File: src/rtl/game_state_pkg.sv
// rtl/game_state_pkg.sv - shared phase encoding and field widths for the game-flow controller
package game_state_pkg;

    typedef enum logic [2:0] {
        IDLE        = 3'd0,
        PLAY        = 3'd1,
        HIT_PAUSE   = 3'd2,
        CLEAR_PAUSE = 3'd3,
        LOST        = 3'd4,
        WON         = 3'd5
    } state_t;

    localparam int LIVES_W = 4;
    localparam int WAVE_W  = 4;

    function automatic int max2(input int a, input int b);
        return (a > b) ? a : b;
    endfunction

endpackage

File: src/rtl/game_flow_ctrl_if.sv
// rtl/game_flow_ctrl_if.sv - game events in, phase/HUD/pulse outputs back
interface game_flow_ctrl_if #(
    parameter int NUM_ROWS     = 3,
    parameter int NUM_INVADERS = 10
);
    import game_state_pkg::*;

    logic                                     start;
    logic                                     player_hit;
    logic                                     invaders_landed;
    logic [NUM_ROWS-1:0][NUM_INVADERS-1:0]    alive;

    state_t                                   state;
    logic [LIVES_W-1:0]                       lives;
    logic [WAVE_W-1:0]                        wave;
    logic                                     freeze;
    logic                                     wave_start;
    logic                                     player_respawn;
    logic                                     game_lost;
    logic                                     game_won;

    modport master (
        output start, player_hit, invaders_landed, alive,
        input  state, lives, wave, freeze, wave_start, player_respawn, game_lost, game_won
    );

    modport slave (
        input  start, player_hit, invaders_landed, alive,
        output state, lives, wave, freeze, wave_start, player_respawn, game_lost, game_won
    );

endinterface

File: src/rtl/pause_timer.sv
// rtl/pause_timer.sv - loadable down-counter; done is high for the last cycle of a timed run
module pause_timer #(
    parameter int WIDTH = 8
) (
    input  logic             clk,
    input  logic             rst,
    input  logic             start,
    input  logic [WIDTH-1:0] load_val,
    output logic             done
);

    logic [WIDTH-1:0] count_q, count_d;
    logic             busy_q, busy_d;

    always_comb begin
        count_d = count_q;
        busy_d  = busy_q;
        if (start) begin
            count_d = load_val;
            busy_d  = 1'b1;
        end else if (busy_q) begin
            if (count_q == '0) begin
                busy_d = 1'b0;
            end else begin
                count_d = count_q - WIDTH'(1);
            end
        end
    end

    always_ff @(posedge clk) begin
        if (rst) begin
            count_q <= '0;
            busy_q  <= 1'b0;
        end else begin
            count_q <= count_d;
            busy_q  <= busy_d;
        end
    end

    assign done = busy_q && (count_q == '0);

endmodule

File: src/rtl/game_flow_ctrl.sv
// rtl/game_flow_ctrl.sv - lives/waves state machine with timed respawn and wave-clear pauses
module game_flow_ctrl
    import game_state_pkg::*;
#(
    parameter int NUM_INVADERS   = 10,
    parameter int NUM_ROWS       = 3,
    parameter int NUM_LIVES      = 3,
    parameter int NUM_WAVES      = 4,
    parameter int RESPAWN_CYCLES = 65_000_000,
    parameter int CLEAR_CYCLES   = 65_000_000
) (
    input  logic           clk,
    input  logic           rst,
    game_flow_ctrl_if.slave gf
);

    localparam int TIMER_W = $clog2(max2(RESPAWN_CYCLES, CLEAR_CYCLES) + 1);

    state_t               state_q, state_d;
    logic [LIVES_W-1:0]   lives_q, lives_d;
    logic [WAVE_W-1:0]    wave_q, wave_d;
    logic                 freeze_q, freeze_d;
    logic                 wave_start_q, wave_start_d;
    logic                 player_respawn_q, player_respawn_d;
    logic                 game_lost_q, game_lost_d;
    logic                 game_won_q, game_won_d;

    logic                 tmr_start;
    logic [TIMER_W-1:0]   tmr_load;
    logic                 tmr_done;

    logic [NUM_ROWS*NUM_INVADERS-1:0] alive_flat;
    logic                             grid_empty;

    assign alive_flat = gf.alive;
    assign grid_empty = (alive_flat == '0);

    pause_timer #(.WIDTH(TIMER_W)) u_pause_timer (
        .clk      (clk),
        .rst      (rst),
        .start    (tmr_start),
        .load_val (tmr_load),
        .done     (tmr_done)
    );

    always_comb begin
        state_d          = state_q;
        lives_d          = lives_q;
        wave_d           = wave_q;
        wave_start_d     = 1'b0;
        player_respawn_d = 1'b0;
        game_lost_d      = game_lost_q;
        game_won_d       = game_won_q;
        tmr_start        = 1'b0;
        tmr_load         = '0;

        case (state_q)
            IDLE, LOST, WON: begin
                if (gf.start) begin
                    state_d          = PLAY;
                    lives_d          = LIVES_W'(NUM_LIVES);
                    wave_d           = WAVE_W'(1);
                    wave_start_d     = 1'b1;
                    player_respawn_d = 1'b1;
                    game_lost_d      = 1'b0;
                    game_won_d       = 1'b0;
                end
            end
            PLAY: begin
                if (gf.invaders_landed) begin
                    state_d     = LOST;
                    lives_d     = '0;
                    game_lost_d = 1'b1;
                end else if (gf.player_hit) begin
                    if (lives_q != '0) begin
                        lives_d = lives_q - LIVES_W'(1);
                    end
                    if (lives_q <= LIVES_W'(1)) begin
                        state_d     = LOST;
                        game_lost_d = 1'b1;
                    end else begin
                        state_d   = HIT_PAUSE;
                        tmr_start = 1'b1;
                        tmr_load  = TIMER_W'(RESPAWN_CYCLES - 1);
                    end
                // The grid is still being re-populated during the cycle that shows wave_start.
                end else if (grid_empty && !wave_start_q) begin
                    if (wave_q == WAVE_W'(NUM_WAVES)) begin
                        state_d    = WON;
                        game_won_d = 1'b1;
                    end else begin
                        state_d   = CLEAR_PAUSE;
                        tmr_start = 1'b1;
                        tmr_load  = TIMER_W'(CLEAR_CYCLES - 1);
                    end
                end
            end
            HIT_PAUSE: begin
                if (tmr_done) begin
                    state_d          = PLAY;
                    player_respawn_d = 1'b1;
                end
            end
            CLEAR_PAUSE: begin
                if (tmr_done) begin
                    state_d      = PLAY;
                    wave_d       = wave_q + WAVE_W'(1);
                    wave_start_d = 1'b1;
                end
            end
            default: begin
                state_d = IDLE;
            end
        endcase

        freeze_d = (state_d != PLAY);
    end

    always_ff @(posedge clk) begin
        if (rst) begin
            state_q          <= IDLE;
            lives_q          <= '0;
            wave_q           <= '0;
            freeze_q         <= 1'b1;
            wave_start_q     <= 1'b0;
            player_respawn_q <= 1'b0;
            game_lost_q      <= 1'b0;
            game_won_q       <= 1'b0;
        end else begin
            state_q          <= state_d;
            lives_q          <= lives_d;
            wave_q           <= wave_d;
            freeze_q         <= freeze_d;
            wave_start_q     <= wave_start_d;
            player_respawn_q <= player_respawn_d;
            game_lost_q      <= game_lost_d;
            game_won_q       <= game_won_d;
        end
    end

    assign gf.state          = state_q;
    assign gf.lives          = lives_q;
    assign gf.wave           = wave_q;
    assign gf.freeze         = freeze_q;
    assign gf.wave_start     = wave_start_q;
    assign gf.player_respawn = player_respawn_q;
    assign gf.game_lost      = game_lost_q;
    assign gf.game_won       = game_won_q;

endmodule
File: src/flat_wrapper.sv
// flat-port wrapper written by rule: the top's interface ports become plain ports
module game_flow_ctrl_flat import game_state_pkg::*;
#(
    parameter int NUM_INVADERS   = 10,
    parameter int NUM_ROWS       = 3,
    parameter int NUM_LIVES      = 3,
    parameter int NUM_WAVES      = 4,
    parameter int RESPAWN_CYCLES = 65_000_000,
    parameter int CLEAR_CYCLES   = 65_000_000
)
  (clk, rst, gf_start, gf_player_hit, gf_invaders_landed, gf_alive, gf_state, gf_lives, gf_wave, gf_freeze, gf_wave_start, gf_player_respawn, gf_game_lost, gf_game_won);
  game_flow_ctrl_if #(.NUM_ROWS(NUM_ROWS), .NUM_INVADERS(NUM_INVADERS)) gf_i ();
  input  logic clk;
  input  logic rst;
  input wire logic [$bits(gf_i.start)-1:0] gf_start;
  input wire logic [$bits(gf_i.player_hit)-1:0] gf_player_hit;
  input wire logic [$bits(gf_i.invaders_landed)-1:0] gf_invaders_landed;
  input wire logic [$bits(gf_i.alive)-1:0] gf_alive;
  output wire logic [$bits(gf_i.state)-1:0] gf_state;
  output wire logic [$bits(gf_i.lives)-1:0] gf_lives;
  output wire logic [$bits(gf_i.wave)-1:0] gf_wave;
  output wire logic [$bits(gf_i.freeze)-1:0] gf_freeze;
  output wire logic [$bits(gf_i.wave_start)-1:0] gf_wave_start;
  output wire logic [$bits(gf_i.player_respawn)-1:0] gf_player_respawn;
  output wire logic [$bits(gf_i.game_lost)-1:0] gf_game_lost;
  output wire logic [$bits(gf_i.game_won)-1:0] gf_game_won;
  assign gf_i.start = gf_start;
  assign gf_i.player_hit = gf_player_hit;
  assign gf_i.invaders_landed = gf_invaders_landed;
  assign gf_i.alive = gf_alive;
  assign gf_state = gf_i.state;
  assign gf_lives = gf_i.lives;
  assign gf_wave = gf_i.wave;
  assign gf_freeze = gf_i.freeze;
  assign gf_wave_start = gf_i.wave_start;
  assign gf_player_respawn = gf_i.player_respawn;
  assign gf_game_lost = gf_i.game_lost;
  assign gf_game_won = gf_i.game_won;
  game_flow_ctrl #(.NUM_INVADERS(NUM_INVADERS), .NUM_ROWS(NUM_ROWS), .NUM_LIVES(NUM_LIVES), .NUM_WAVES(NUM_WAVES), .RESPAWN_CYCLES(RESPAWN_CYCLES), .CLEAR_CYCLES(CLEAR_CYCLES)) u_core (.clk(clk), .rst(rst), .gf(gf_i));
endmodule
File: config.mk
export PLATFORM = sky130hd
export DESIGN_NAME = game_flow_ctrl_flat
export DESIGN_NICKNAME = d
export VERILOG_FILES = /design/src/rtl/game_state_pkg.sv /design/src/rtl/game_flow_ctrl_if.sv /design/src/rtl/pause_timer.sv /design/src/rtl/game_flow_ctrl.sv /design/src/flat_wrapper.sv
export SDC_FILE = /design/constraint.sdc
export NUM_CORES = 1
export LEC_CHECK = 0
export ABC_AREA = 1
export BUFFER_PORTS_ARGS = -buffer_cell sky130_fd_sc_hd__buf_2
export CAP_MARGIN = 20
export CORE_ASPECT_RATIO = 0.6
export CORE_MARGIN = 4
export CORE_UTILIZATION = 53
export CTS_BUF_LIST = sky130_fd_sc_hd__clkbuf_4 sky130_fd_sc_hd__clkbuf_8
export DETAILED_ROUTE_END_ITERATION = 6
export PLACE_DENSITY = 0.83
export SYNTH_ARGS = -nofsm -noshare
export SYNTH_HDL_FRONTEND = slang
export SYNTH_SLANG_ARGS = --single-unit
File: constraint.sdc
create_clock -name clk -period 1.9 [get_ports clk]
set_input_delay 0.19 -clock clk [delete_from_list [all_inputs] [get_ports clk]]
set_output_delay 0.19 -clock clk [all_outputs]
set_load 0.01 [all_outputs]
==> metrics.cfg <==
[outcome]
run_status = finished clean

[die]
dieArea_sq_um = 6450
core_area_sq_um = 4780
std_cell_rows = 19
die_x_um = 101
initial_core_util = 0.576
io_pins = 51
die_y_um = 63.8

[power]
switching_share = 0.425
intPower_uw = 1810
p_switching_uw = 1330
power_frac_seq = 0.340
pwr-share-clk = 0.192
power_density_nw_per_um2 = 975
peakVddDrop_v = 0.000524
p_leak_uw = 0.00168
comb_power_share = 0.467

[detailed_routing]
first_pass_iters = 5
vias_per_cell = 5.30
wl_per_cell_um = 13.9
drc_errors = 0
antenna_left = 0
dr.first_iter.drc_count = 276
detail_route.wirelength_um = 7850
vias = 2997

[clocking]
htreeDepth = 2
cts-root-buf = clkbuf_8
ctsLongestPathBuffers = 2
clkSlewWorstSetupHoldPaths_ns = 0.08
cts_tree = done
cts_sinks = 43
clock_latency_ns = 0.30
cts_hold_buf = 0
numCtsBuffers = 5

[synth]
syn_inst = 443
synth.ff_latch_count = 43
synth_edf_count = 0
syn-num-nets = 485
async_flop_share = 0
synthesis.area_sq_um = 2750
ys_seq_area_frac = 0.313
synth_area_per_cell_sq_um = 6.21
yosysWarnings = 0
synth_cell_types = 31
synth_top_flop_cell = dfxtp_1

[final_layout]
seq_area_sq_um = 865
final_layout_size_suffix_gt1_frac = 0.197
fillers = 425
diodes = 0
fin_cells = 565
fin_util = 0.674
design_area_sq_um = 3220
layout.nets = 544
multi_input_area_sq_um = 1630
syn2layout_area_growth_pct = 17.0

[placed_design]
dpl.cell_count = 555
placed_cell_area_sq_um = 3070
portBuffers = 50
gp_congestion = 1.00
place_ws_ns = 0.0179
dp_hpwl_um = 6160

[timing]
fin_crit_sh = 0.954
final_hold_viol_count = 0
fin_crit_ns = 1.81
final.setup.tns_ns = 0
setup_violations = 0
fin_ws_ns = 0.0878
drv_slew = 0
tightest_slew_ns = 0.433
slew_headroom = 0.708
finClkSkew_ns = 0.00484
fmax_mhz = 552

[critical_path]
crit_fanout = 15
end_kind = flop
r2r-end = u_core.u_pause_timer.count_q[2]$_SDFFE_PP0P_
r2r_cells = 10
reg2reg_slack_ns = 0.09
startpoint_type = flop
required_ns = 2.10
arrival_ns = 2.01
criticalPathCategory = reg -> reg
critical_path.startpoint = u_core.u_pause_timer.count_q[0]$_SDFFE_PP0P_
r2r-start = u_core.u_pause_timer.count_q[0]$_SDFFE_PP0P_
critPathCapture = u_core.u_pause_timer.count_q[2]$_SDFFE_PP0P_

[min_path]
hold_path_class = in -> reg

[flow_run]
max_cap_violations = 0

[global_route]
grt.total_usage = 0.242
antenna_found_initial = 0
grt_pass1_vias = 2569
grt_max_degree = 19
gr-total-overflow = 0
grt_pass1_wl_um = 12400

## routing by layer
metal | vias up | routed length [um] | GRT usage
met3 | 14 | 731 | 0.0489
met2 | 131 | 3150 | 0.332
met4 | 0 | 91 | 0.0498
li1 | 1519 | - | -
met1 | 1333 | 3880 | 0.383
met5 | - | 0 | 0
## critical path: stages (launching register included)
cell     delay (ns)
dfxtp_2        0.34
inv_2          0.11
ha_2           0.21
nand3_1        0.10
nor2_2         0.19
nand3_4        0.15
nand2_8        0.18
buf_4          0.17
nor3_1         0.05
o21ai_0        0.16
inv_1          0.05
## synthesized netlist by cell type, types with 4 or more instances
cell | n | share of area
nand2_1 | 113 | 0.15
nor2_1 | 80 | 0.11
inv_1 | 52 | 0.071
dfxtp_1 | 43 | 0.31
nand3_1 | 33 | 0.060
a21oi_1 | 23 | 0.042
o21ai_0 | 15 | 0.027
nand4_1 | 11 | 0.025
nor3_1 | 10 | 0.018
nor2_2 | 8 | 0.018
ha_1 | 7 | 0.032
nand3b_1 | 6 | 0.016
nand2_2 | 4 | 0.0091
o21ai_1 | 4 | 0.0073
xnor2_1 | 4 | 0.013
## repair_timing
| action | in CTS | in global routing |
|---|---|---|
| setup buffers | 0 | 3 |
| resized for setup | 0 | 15 |
| endpoints found under the setup margin | 0 | 27 |
## through the flow
stage / power [uW] / hold slack, ns
6_report: 3140 / 0.194
5_1_grt: 3360 / 0.210
4_1_cts: 3030 / 0.193
3_5_place_dp: 2420 / 0.492
3_3_place_gp: 2380 / 0.481
2_1_floorplan: 2090 / 0.372
## worst min path at each step
stage	slack, ns	from	cells after the start	end
4_1_cts	0.19	gf_start	3	u_core.gf.state[2]$_SDFF_PP0_
2_1_floorplan	0.37	gf_start	2	u_core.gf.state[2]$_SDFF_PP0_
6_report	0.19	gf_start	3	u_core.gf.state[2]$_SDFF_PP0_
3_5_place_dp	0.49	u_core.u_pause_timer.count_q[7]$_SDFFE_PP0P_	2	u_core.u_pause_timer.count_q[7]$_SDFFE_PP0P_
5_1_grt	0.21	gf_start	3	u_core.gf.state[2]$_SDFF_PP0_
3_3_place_gp	0.48	u_core.u_pause_timer.count_q[7]$_SDFFE_PP0P_	2	u_core.u_pause_timer.count_q[7]$_SDFFE_PP0P_
## layout make-up
cell class | instances | area share
Sequential cell | 43 | 0.269
Tap cell | 63 | 0.0245
Multi-Input combinational cell | 334 | 0.507
Inverter | 56 | 0.0661
Timing Repair Buffer | 62 | 0.107
Clock buffer | 6 | 0.0257
Clock inverter | 1 | 0.00155
## cells by family after synthesis
| group | after synthesis | share of synthesized area |
|---|---|---|
| AO/OA/AOI/OAI | 45 | 0.0845 |
| XOR/XNOR | 7 | 0.0223 |
| adder cells (fa/ha/maj) | 7 | 0.0318 |
| buffers and inverters | 66 | 0.105 |
| flip-flops | 43 | 0.313 |
| AND/OR/NAND/NOR | 275 | 0.444 |
## state kept, by name, indices dropped and copies added (netlist names)
register,flops
u_core.gf.freeze,1
u_core.gf.wave,4
u_core.u_pause_timer.busy_q,1
u_core.gf.game_won,1
u_core.gf.lives,4
u_core.gf.player_respawn,1
u_core.gf.wave_start,1
u_core.gf.game_lost,1
u_core.gf.state,3
u_core.u_pause_timer.count_q,26
## power by group through the flow
stage                     clock (uW)  sequential (uW)  combinational (uW)
after floorplan                    0             1070                1010
after global placement             0             1080                1300
after CTS                        614             1060                1350
final                            604             1070                1470
after detailed placement           0             1080                1340
after global routing             656             1080                1630
## layout by cell type, fill, tap and decap left out, drive strengths merged, types with 2 or more instances in the layout
master | netlist | final
nand2 | 119 | 119
nor2 | 89 | 89
buf | 7 | 62
clkbuf | 3 | 6
nand3 | 34 | 34
nor3b | 3 | 3
or2 | 3 | 3
inv | 55 | 55
o21ai | 19 | 19
clkinv | 1 | 2
a21oi | 23 | 23
xnor2 | 4 | 4
nor3 | 10 | 10
ha | 7 | 7
nand3b | 6 | 6
nand4 | 11 | 11
xor2 | 3 | 3
dfxtp | 43 | 43
(Power assumes the default switching activity.)
